--- config.mk ---
export PLATFORM = sky130hd
export DESIGN_NAME = pll_reset_ctrl
export DESIGN_NICKNAME = d
export VERILOG_FILES = /design/src/rtl/pll_reset_ctrl.sv
export SDC_FILE = /design/constraint.sdc
export NUM_CORES = 1
export LEC_CHECK = 0
export ABC_AREA = 1
export BUFFER_PORTS_ARGS = -buffer_cell sky130_fd_sc_hd__clkbuf_2
export CORE_UTILIZATION = 50
export CTS_CLUSTER_DIAMETER = 150
export DETAILED_ROUTE_END_ITERATION = 8
export PLACE_DENSITY = 0.74
export SETUP_SLACK_MARGIN = 0.15
export SKIP_CTS_REPAIR_TIMING = 1
export SYNTH_ARGS = -nofsm -noshare
export SYNTH_HDL_FRONTEND = slang
export SYNTH_SLANG_ARGS = --single-unit
--- constraint.sdc ---
create_clock -name pll_clk -period 2.5 [get_ports pll_clk]
set_input_delay 0.25 -clock pll_clk [delete_from_list [all_inputs] [get_ports pll_clk]]
set_output_delay 0.25 -clock pll_clk [all_outputs]
set_load 0.005 [all_outputs]
--- src/rtl/pll_reset_ctrl.sv ---
// pll_reset_ctrl: lock-qualified reset generator in the pll_clk domain.
// Synchronises the raw PLL locked flag, waits for HOLD_CYCLES consecutive
// lock samples before releasing sys_rst_n, and re-asserts it on any loss.
//
// Optional feature macro: PLL_RESET_CTRL_LOSS_CNT_EN
//   defined   -> loss_count is a live saturating count of lock losses
//   undefined -> loss_count is tied to zero (lock_lost still works)
//
// Note: if pll_clk stops, this block cannot assert sys_rst_n by itself;
// the top level also combines rst_n into the downstream reset.
//
// state | meaning
// ------+------------------------------------------------------------
// IDLE  | no lock seen; reset held, hold counter cleared
// HOLD  | lock seen; counting consecutive lock samples
// RUN   | lock qualified; reset released, ready high
module pll_reset_ctrl #(
  parameter int HOLD_CYCLES = 1024,
  parameter int SYNC_STAGES = 2,
  parameter int CNT_W       = 8
) (
  input  logic             pll_clk,
  input  logic             rst_n,
  input  logic             locked,
  input  logic             clear_sticky,
  output logic             sys_rst_n,
  output logic             ready,
  output logic             lock_lost,
  output logic [CNT_W-1:0] loss_count
);

  localparam int HCW = $clog2(HOLD_CYCLES);
  localparam logic [HCW-1:0] HOLD_LAST = HCW'(HOLD_CYCLES - 1);

  typedef enum logic [1:0] {
    IDLE = 2'd0,
    HOLD = 2'd1,
    RUN  = 2'd2
  } state_t;

  state_t                 state;
  state_t                 next_state;
  logic [SYNC_STAGES-1:0] sync_q;
  logic                   lock_s;
  logic [HCW-1:0]         hold_cnt;
  logic                   hold_done;
  logic                   loss_event;

  assign lock_s     = sync_q[SYNC_STAGES-1];
  assign hold_done  = (hold_cnt == HOLD_LAST);
  assign loss_event = (state == RUN) && !lock_s;

  // Multi-flop synchroniser for the asynchronous locked flag
  always_ff @(posedge pll_clk or negedge rst_n) begin
    if (!rst_n) begin
      sync_q <= '0;
    end else begin
      sync_q <= {sync_q[SYNC_STAGES-2:0], locked};
    end
  end

  // State register
  always_ff @(posedge pll_clk or negedge rst_n) begin
    if (!rst_n) begin
      state <= IDLE;
    end else begin
      state <= next_state;
    end
  end

  // Next-state logic; any low lock sample outside IDLE drops back to IDLE
  always_comb begin
    next_state = state;
    case (state)
      IDLE: if (lock_s) next_state = HOLD;
      HOLD: begin
        if (!lock_s) begin
          next_state = IDLE;
        end else if (hold_done) begin
          next_state = RUN;
        end
      end
      RUN:  if (!lock_s) next_state = IDLE;
      default: next_state = IDLE;
    endcase
  end

  // Hold counter only advances while staying in HOLD, so every abort restarts at zero
  always_ff @(posedge pll_clk or negedge rst_n) begin
    if (!rst_n) begin
      hold_cnt <= '0;
    end else if ((state == HOLD) && (next_state == HOLD)) begin
      hold_cnt <= hold_cnt + 1'b1;
    end else begin
      hold_cnt <= '0;
    end
  end

  // Registered reset and ready, driven from next_state so they change with the state
  always_ff @(posedge pll_clk or negedge rst_n) begin
    if (!rst_n) begin
      sys_rst_n <= 1'b0;
      ready     <= 1'b0;
    end else begin
      sys_rst_n <= (next_state == RUN);
      ready     <= (next_state == RUN);
    end
  end

  // Sticky loss flag; a loss in the same cycle as clear_sticky keeps it set
  always_ff @(posedge pll_clk or negedge rst_n) begin
    if (!rst_n) begin
      lock_lost <= 1'b0;
    end else if (loss_event) begin
      lock_lost <= 1'b1;
    end else if (clear_sticky) begin
      lock_lost <= 1'b0;
    end
  end

`ifdef PLL_RESET_CTRL_LOSS_CNT_EN
  // Saturating loss counter, cleared only by rst_n
  always_ff @(posedge pll_clk or negedge rst_n) begin
    if (!rst_n) begin
      loss_count <= '0;
    end else if (loss_event && (loss_count != {CNT_W{1'b1}})) begin
      loss_count <= loss_count + 1'b1;
    end
  end
`else
  assign loss_count = '0;
`endif

endmodule
Word level (Yosys, flattened, before mapping)
Cells that the tools add are included.

word-level totals
  register bits = 16
  output and inout bits = 11
  word-level logic and storage cells = 24

cells by class
  $add $sub $neg = 1
  equality and inequality tests = 5
  mux-type cells = 8
  reductions and logical operators = 5

operators with widths
  cell                                           count
  adder 10 x 1 -> 10 bit, second input constant  1
  == test 10 bit, second input constant          1
  two-way mux 10 bit                             1
  two-way mux 2 bit                              4
  case mux 2 bit (3 select lines)                1
  == test 2 x 1 -> 1 bit, second input constant  2
  == test 2 bit, second input constant           2
  logical AND 1 bit                              2
  zero test 2 bit                                1
  two-way mux 1 bit                              2
  nonzero test 2 bit                             1
  zero test 1 bit                                1

Depth between registers and ports, before layout
Gate-level depths: netlist of run 1.

  depth after elaboration = 7
  gate-level depth with buffers = 7
  gate-level depth less buffers = 7

Worst setup path after synthesis of run 1
OpenSTA, ideal clock, no wires.

  path type = register -> register
  start = reg hold_cnt[0]
  end = reg state[0]
  setup time = 0.118 ns
  arrival = 1.169 ns
  path slack = 1.213 ns
  stages on the path, launching flop included = 8
  buffers on the path = 1
  period minus slack after synthesis = 1.287 ns
  path through = dfrtp_1 ha_1 nand2_2 nor2_4 nand3_2 nand4_2 buf_6 nand2_4

between the ends
  word-level cells in the longest chain between the ends = 4

ends and longest elaborated chain
  element                          RTL line  text
  start: declaration               45        logic [HCW-1:0] hold_cnt;
  start signal: assignment         93        hold_cnt <= hold_cnt + 1'b1;
  == test 10 bit                   50        assign hold_done = (hold_cnt == HOLD_LAST);
  two-way mux 2 bit                79        end else if (hold_done) begin
  two-way mux 2 bit                77        if (!lock_s) begin
  case mux 2 bit (3 select lines)  74        case (state)
  net next_state[0]                42        state_t next_state;
  end signal: assignment           67        state <= next_state;
  end: declaration                 41        state_t state;

The timed path passes the listed nets, and every way through them passes these cells.
A chain may end at the register's enable or synchronous reset.

Worst setup path in the final report of run 1
  start = reg hold_cnt[0]
  end = reg hold_cnt[6]

between the ends
  word-level cells in the longest chain between the ends = 7
  elaborated cells on any way between the ends = 8
  those cells by class = add/sub: 1; eq/ne: 2; mux: 4; reduce/logical: 1

ends and longest elaborated chain
  element                          RTL line  text
  == test 10 bit                   50
  two-way mux 2 bit                79
  two-way mux 2 bit                77
  case mux 2 bit (3 select lines)  74
  == test 2 x 1 -> 1 bit           92        end else if ((state == HOLD) && (next_state == HOLD)) begin
  logical AND 1 bit                92
  two-way mux 10 bit (*)           92

Every way passes the cells marked *; elsewhere a longest branch is shown, timed or not.

==> results of run 1 <==
cell type report:
class	count	area (um^2)
clock buffers	4	36.3
inverters	7	26.3
repair buffers	7	40.0
multi-input cells	59	342
fillers	129	659
flip-flops and latches	16	400
well taps	16	20.0
cell families (layout without fill, tap and decap cells):
family / count (synthesis) / count (layout) / share of synthesized area, %
AOI/OAI and AO/OA: 2 / 2 / 1.68
xor gates and xnor gates: 6 / 6 / 6.40
adders and majority gates: 1 / 1 / 1.52
buffers and inverters: 17 / 18 / 12.8
DFF: 16 / 16 / 48.8
other: 1 / 8 / 0.457
and+or+nand+nor: 42 / 42 / 28.4
sequential cells by signal (all words and copies together), names as in the netlist:
name,count
hold_cnt,10
state,2
sync_q,2
lock_lost,1
ready,1
Yosys cell counts (all sizes together):
cell,instances
buf,10
conb,1
dfrtp,16
ha,1
inv,7
nand2,16
nand3,7
nand4,3
nor2,16
o21ai,1
o32ai,1
xnor2,2
xor2,4
layer usage:
metal	up-vias	wire, um	track usage, %
met5	-	0	0
met4	0	23	11.3
met3	4	41	2.59
met2	15	536	22.5
met1	246	580	17.9
li1	265	-	-
worst paths after layout:
path | cells past startpoint | slack, ps | start | endpoint
setup / recovery | 6 | 950 | hold_cnt[0]$_DFF_PN0_ | hold_cnt[6]$_DFF_PN0_
hold reg to reg | 0 | 360 | sync_q[0]$_DFF_PN0_ | sync_q[1]$_DFF_PN0_
min in group asynchronous | 2 | 410 | rst_n | hold_cnt[8]$_DFF_PN0_
hold / removal | 1 | 60 | locked | sync_q[0]$_DFF_PN0_
max in group asynchronous | 2 | 1800 | rst_n | hold_cnt[5]$_DFF_PN0_
setup reg to reg | 6 | 950 | hold_cnt[0]$_DFF_PN0_ | hold_cnt[6]$_DFF_PN0_
through the flow:
step                      cell area [um^2]  worst slack [ps]  total power [W]
after global routing                   865               838         0.000492
final                                  865               953         0.000473
after global placement                 818               998         0.000308
after CTS                              855               937         0.000478
after detailed placement               818               958         0.000309
after floorplan                        847              1210         0.000310
critical path, stage by stage (launching register included):
cell and delay, ps:
dfrtp_1 430, ha_1 270, nand2_2 100, nor2_4 50, nand3_2 60, nand4_2 360
nor2_2 200
power groups by stage:
stage                     combinational, W  clock (W)  sequential (W)
after floorplan                  0.0000338          0        0.000276
after global placement           0.0000314          0        0.000277
after detailed placement         0.0000318          0        0.000277
after CTS                        0.0000320   0.000174        0.000272
after global routing             0.0000386   0.000180        0.000273
final                            0.0000324   0.000168        0.000272
==> run metrics, run 1 <==
RSZ-0062 raised after global routing=false; largest net degree at the start of global routing=17; die width=42.5 um; Mapped Cells=85; fin crit share=between 60% and 70%; Final Skew=approximately 9.0 ps; mean area per synthesized cell=a little under 10 um^2; gpl congestion=around 0.74; Layout Utilization=between 50% and 60%; synth warn=0; number of I/O pins=15; Non-Filler Instances=~110; first-pass iteration count of the detailed router=4; clock sink count=16; CTS tree=yes; Synth area leaders=dfrtp_1 49%, nor2_2 8.4%, buf_4 8.2%; Core ar.=1520 um^2; first-pass GRT wire length=1880 um; per-cell routed wire length=between 10 and 15 um; diode count=0; crit path DAT=around 1800 ps; Row Count=14; vias per cell=4.86; clock share of power=between 30% and 40%; P_leak=approximately 0.40 nW; Pwr Density=around 550 nW/um^2; most frequent cells in the layout=16 x dfrtp_1, 13 x nand2_1, 11 x nor2_2, 8 x conb_1, 7 x inv_1; port bufs=6; DRT antenna net count=0; via count=530; MaxCap Viol Count=0; Max Fclk=646 MHz; post-synthesis cell area=about 800 um^2; chip height=about 43 um; drt drc=0; Yosys cell types=20; Net count, final=99; final hold slack=a little over 60 ps; Final Slew Violations=0; final wirelength=around 1200 um; H-tree depth=1; Setup-failing EPs final=0; dpl cells=104; Tot GR Track Use=14.6%; die area=around 1800 um^2; post-DP HPWL=863 um; Sw Ratio=23.1%; crit-path max FO=11; Flop pwr share=between 50% and 60%; Power Internal=0.000363 W; Root Driver=clkbuf_4; Initial Util=between 50% and 60%; clk buf depth=2; CP Capture Type=flop; vias in the first global route=468; setup TNS=0 ps; initial antenna violation count=0; Area Growth Syn to Fin=5.34%; cell taking the most area after synthesis=dfrtp_1; commonest non-fill, non-tap cell in the layout=dfrtp_1; clk_lat worst skew=290 ps; Inserted Clock Buffers=3; Hold WC Path Type=input pin to flop; Final Hold Viols=0; startpoint types=flop; Congestion Overflow GR=0; Worst EP required=~2700 ps; Initial DRC Count=11; Comb pwr share=approximately 6.9%; run status=finished, final reports clean; net load switching power=about 0.00011 W; share of layout cells above drive strength 1=roughly 29%; Seq cells post-synth=16; critical path type=flop to flop; Worst-path clk slew=approximately 90 ps; sequential area share after synthesis=between 40% and 50%; peak supply drop=about 370 uV; Synth top area share=approximately 50%; min Tclk post-route=1550 ps
Power figures use the tool's default switching activity.
==> inputs of run 2 (changes only) <==
- ABC_AREA: 1 -> 0
- clock period: 2.5 -> 1.5 ns (I/O delays scaled with it)
==> run 2 against run 1 <==
Global-route usage is 4.7 points higher; cell area rose by 0.29%; synthesized cell count is 13% lower; critical endpoint is now hold_cnt[7]$_DFF_PN0_.
==> run metrics, run 2 <==
ys async rst share=100%; startpoint types=flop; sequential area share after synthesis=52.7%; run status=finished, final reports clean; largest net degree at the start of global routing=17; port bufs=6; most frequent cell after synthesis=dfrtp_1; final wirelength=1290 um; CP Capture Type=flop; synth warn=0; register area=400 um^2; Multi-input gate area=327 um^2; max FFs per register=10; peak supply drop=572 uV; Root Driver=clkbuf_4; clock sink count=16; die area=roughly 1700 um^2; Final Total Pwr=0.000694 W; mean area per synthesized cell=10.3 um^2; final hold slack=between 50 and 60 ps; Non-Filler Instances=~100; Critical Path Slowest Stage Cell=dfrtp_1; setup TNS=0 ps; R2R Path Start=hold_cnt[0]$_DFF_PN0_; RSZ-0062 raised after global routing=true; Hold Startpoint=clear_sticky; clk_lat worst skew=between 200 and 300 ps; critical path cell sequence=and3_1 -> nand3_2 -> or3_1 -> a31oi_1; via count=between 500 and 600; MaxCap Viol Count=0; post-DP HPWL=approximately 840 um; Mapped Cells=74; Net count, final=94; Hold WC Path Type=input pin to flop; worst setup path startpoint=hold_cnt[0]$_DFF_PN0_; largest registers=hold_cnt x10, state x2, sync_q x2; Pwr Density=roughly 800 nW/um^2; die width=between 40 and 50 um; drt drc=0; first-pass iteration count of the detailed router=4; diode count=0; DP Worst Slack=approximately 69 ps; Worst R2R Setup Slack=around 170 ps; reg2reg end=hold_cnt[7]$_DFF_PN0_; clk buf depth=2; Worst-path clk slew=around 90 ps; Inserted Clock Buffers=3; vias in the first global route=469; Layout fillers=between 100 and 150; gpl congestion=about 0.86; Synth area leaders=dfrtp_1 53%, buf_4 9.9%, xor2_1 5.8%; Yosys cell types=23; Congestion Overflow GR=0; share of layout cells above drive strength 1=a little over a fifth; Initial DRC Count=18; Final Slew Violations=0; Sw Ratio=a little over a fifth; Final Skew=between 8 and 9 ps; chip height=between 40 and 50 um; Row Count=13; clock share of power=~31%; FF-to-FF path depth=4; crit path DAT=around 1500 ps; vias per cell=between 5 and 6; commonest non-fill, non-tap cell in the layout=dfrtp_1; min Tclk post-route=about 1300 ps; net load switching power=0.000148 W; H-tree depth=1; first-pass GRT wire length=around 2000 um; dpl cells=93; CTS tree=yes; most frequent cells in the layout=16 x dfrtp_1, 9 x nor2_1, 8 x conb_1, 6 x clkbuf_2; crit-path max cell delay=about 440 ps; fin crit share=88.7%; Synth Flop Type=dfrtp_1; Comb pwr share=about 5.3%; crit-path max FO=4; P_leak=0.410 nW; Final Hold Viols=0; EDFF count, synth=0; Tot GR Track Use=between 10% and 20%; Synth top area share=about 53%; Max Fclk=roughly 750 MHz; Flop pwr share=between 60% and 70%; number of I/O pins=15; initial antenna violation count=0; Core ar.=around 1400 um^2; Setup-failing EPs final=0; DRT antenna net count=0; fin worst setup slack=169 ps; critical path type=flop to flop; post-synthesis cell area=around 760 um^2; Worst EP required=1690 ps; Seq cells post-synth=16; per-cell routed wire length=between 10 and 15 um; Initial Util=56.3%; Area Growth Syn to Fin=14.2%; worst setup path end=hold_cnt[7]$_DFF_PN0_; largest reg by FF count=hold_cnt; Power Internal=~0.00055 W; Post-synth top cells=16 x dfrtp_1, 10 x buf_4, 9 x nor2_1, 6 x nand3_1, 5 x xor2_1; cell taking the most area after synthesis=dfrtp_1
==> run 2: cell types whose count changed after synthesis, moves of 2 or more <==
cell,change
nor2_2,-11
nand2_2,-2
inv_1,-4
and4_1,+2
and3_1,+2
nand2_1,-9
nor2_1,+5
==> run 2: metal layers <==
metal	share of wire, %	global-route usage (%)	vias to the layer above
met5	0	0	-
met4	0.93	12.5	0
met3	5.0	4.89	2
met2	50	27.7	23
met1	44	25.5	238
li1	-	-	258
==> run 2: cell type report <==
type | instances | share of cell area (%)
sequential | 16 | 46.2
inverter | 3 | 1.30
multi-input combinational | 52 | 37.7
timing repair buffer | 13 | 10.1
clock buffer | 3 | 2.60
tap | 15 | 2.16
==> run 2: power by group through the flow <==
stage               logic (W)  clock network, W  registers, W
finish              0.0000367          0.000213      0.000444
global route        0.0000444          0.000237      0.000446
CTS                 0.0000294          0.000218      0.000443
detailed placement  0.0000293                 0      0.000451
global placement    0.0000289                 0      0.000451
floorplan           0.0000285                 0      0.000450
==> run 2: cells by family after synthesis <==
kind of cell	after synthesis	synth area share, %
AND/OR/NAND/NOR	31	21.6
flip-flops	16	52.7
buffers and inverters	13	11.4
XOR/XNOR	6	6.92
AO/OA/AOI/OAI	5	3.95
adder cells (fa/ha/maj)	1	1.65
other	1	0.494
multiplexers	1	1.32
==> run 2: worst min path at each step <==
stage	to	slack, ps	depth (start not counted)
after floorplan	hold_cnt[0]$_DFF_PN0_	-150	0
after global routing	lock_lost$_DFFE_PN0P_	60	2
after detailed placement	hold_cnt[6]$_DFF_PN0_	80	1
after global placement	hold_cnt[1]$_DFF_PN0_	80	1
final	lock_lost$_DFFE_PN0P_	60	2
after CTS	hold_cnt[6]$_DFF_PN0_	-220	1
==> run 2: through the flow <==
stage	utilization (%)	area (um^2)
2_1_floorplan	-	786
3_3_place_gp	56.8	767
3_5_place_dp	56.8	767
4_1_cts	58.5	790
5_1_grt	64.2	867
6_report	64.2	867
==> run 2: critical path: cells and delay by family, from the launching register on <==
family | cells | cell delay, ps
AND/OR/NAND/NOR | 3 | 630
AO/OA/AOI/OAI | 1 | 160
flip-flops | 1 | 440
==> inputs of run 3 (changes only) <==
- GPL_ROUTABILITY_DRIVEN: unset -> 0
- PLACE_DENSITY: 0.74 -> 0.7
==> run 3 against run 2 <==
Sequential cell count stayed put; total power is 11% higher; sequential power hardly changed; clock-buffer cell count grew 1; cell area up 2.6%; critical path depth grew 1; die area did not move; wire length up 8.2%; core utilization increased by 1.7 points; largest power group unchanged.
==> run metrics, run 3 (same netlist as run 2, synthesis figures left out) <==
drt drc=0; Hold WC Path Type=input pin to flop; largest reg by FF count=hold_cnt; Initial Util=56.3%; crit-path max cell delay=440 ps; largest registers=hold_cnt x10, state x2, sync_q x2; P_leak=roughly 0.41 nW; post-DP HPWL=roughly 900 um; via count=between 500 and 600; share of layout cells above drive strength 1=between 20% and 30%; most frequent cells in the layout=16 x dfrtp_1, 9 x nor2_1, 8 x conb_1, 6 x clkbuf_2; CTS tree=yes; final wirelength=between 1000 and 1500 um; peak supply drop=between 400 and 500 uV; first-pass GRT wire length=1970 um; Area Growth Syn to Fin=17.1%; Power Internal=a little over 0.0006 W; RSZ-0062 raised after global routing=true; final hold slack=39.1 ps; DP Worst Slack=73.6 ps; setup TNS=0 ps; startpoint types=flop; diode count=0; highest routed layer=met4; Inserted Clock Buffers=3; vias in the first global route=about 420; die width=between 40 and 50 um; Row Count=13; Worst EP required=between 1500 and 2000 ps; Final Hold Viols=0; metal2 WL=between 600 and 700 um; fin crit share=just over 90%; Final Skew=4.87 ps; Worst-path clk slew=roughly 100 ps; die area=roughly 1700 um^2; MaxCap Viol Count=0; CP Capture Type=flop; Critical Path Slowest Stage Cell=dfrtp_1; Pwr Density=865 nW/um^2; chip height=41.0 um; clock sink count=16; initial antenna violation count=0; final instance area=~890 um^2; commonest non-fill, non-tap cell in the layout=dfrtp_1; port bufs=6; Non-Filler Instances=102; max FFs per register=10; clk_lat worst skew=between 200 and 300 ps; fin worst setup slack=~110 ps; Congestion Overflow GR=0; Initial DRC Count=7; metal3 WL=approximately 64 um; Tot GR Track Use=19.4%; Comb pwr share=~5.4%; dpl cell area=roughly 770 um^2; run status=finished, final reports clean; crit path DAT=1610 ps; Setup-failing EPs final=0; vias per cell=roughly 5.3; crit-path max FO=4; Root Driver=clkbuf_4; critical path type=flop to flop; Flop pwr share=57.8%; critical path cell sequence=buf_6 -> and3_4 -> nand3_4 -> or3_1 -> a31oi_1; number of I/O pins=15; per-cell routed wire length=approximately 14 um; M1 wire length=658 um; net load switching power=about 0.00017 W; Layout fillers=106; H-tree depth=1; Final Slew Violations=0; Max Fclk=around 720 MHz; clock share of power=~37%; min Tclk post-route=1390 ps; Net count, final=a little over 90; DRT antenna net count=0; Core ar.=about 1400 um^2; first-pass iteration count of the detailed router=4; clk buf depth=2; dpl cells=93; Sw Ratio=21.6%; largest net degree at the start of global routing=17
## run 3: changes by cell type in the layout (fill, tap and decap cells not counted)
| cell | delta |
|---|---|
| and3_1 | -1 |
| and3_4 | +1 |
| buf_4 | -2 |
| buf_6 | +1 |
| clkbuf_8 | +1 |
| nand3_2 | -1 |
| nand3_4 | +1 |
## run 3: metal layers
layer | vias up | global-route usage (%)
met1 | 258 | 24.4
li1 | 260 | -
met5 | - | 0
met3 | 2 | 6.52
met2 | 18 | 29.3
met4 | 0 | 10.0
## run 3: final cells by class
cell class	instances	area (um^2)	share of cell area, %
inverters	3	11.3	1.27
multi-input cells	52	339	38.1
clock buffers	4	36.3	4.08
repair buffers	12	83.8	9.42
well taps	15	18.8	2.11
flip-flops and latches	16	400	45.0
## run 3: path summary, 6_finish.rpt
| check | slack, ps | endpoint | from | depth (start not counted) |
|---|---|---|---|---|
| max in group asynchronous | 910 | hold_cnt[8]$_DFF_PN0_ | rst_n | 2 |
| worst max-delay path | 110 | hold_cnt[7]$_DFF_PN0_ | hold_cnt[1]$_DFF_PN0_ | 5 |
| worst min register to register | 380 | sync_q[1]$_DFF_PN0_ | sync_q[0]$_DFF_PN0_ | 0 |
| worst min-delay path | 40 | lock_lost$_DFFE_PN0P_ | clear_sticky | 2 |
| worst max register to register | 110 | hold_cnt[7]$_DFF_PN0_ | hold_cnt[1]$_DFF_PN0_ | 5 |
| min in group asynchronous | 310 | sync_q[1]$_DFF_PN0_ | rst_n | 2 |
## run 3: power groups by stage
| stage | combinational (W) | sequential, W | clock [W] |
|---|---|---|---|
| after floorplan | 0.0000285 | 0.000450 | 0 |
| after global placement | 0.0000292 | 0.000451 | 0 |
| after detailed placement | 0.0000297 | 0.000452 | 0 |
| after CTS | 0.0000299 | 0.000444 | 0.000294 |
| after global routing | 0.0000495 | 0.000446 | 0.000310 |
| final | 0.0000413 | 0.000445 | 0.000283 |
## run 3: per-stage QoR
step                total power, W  utilization (%)
finish                    0.000770             65.9
global route              0.000805             65.9
CTS                       0.000768             59.5
detailed placement        0.000482             56.8
global placement          0.000480             56.8
floorplan                 0.000479                -
## run 3: worst max-delay path, delay by kind of cell, from the launching register on
kind	cells	cell delay (ps)
and+or+nand+nor	3	590
DFF	1	440
AOI/OAI and AO/OA	1	160
buffers and inverters	1	130
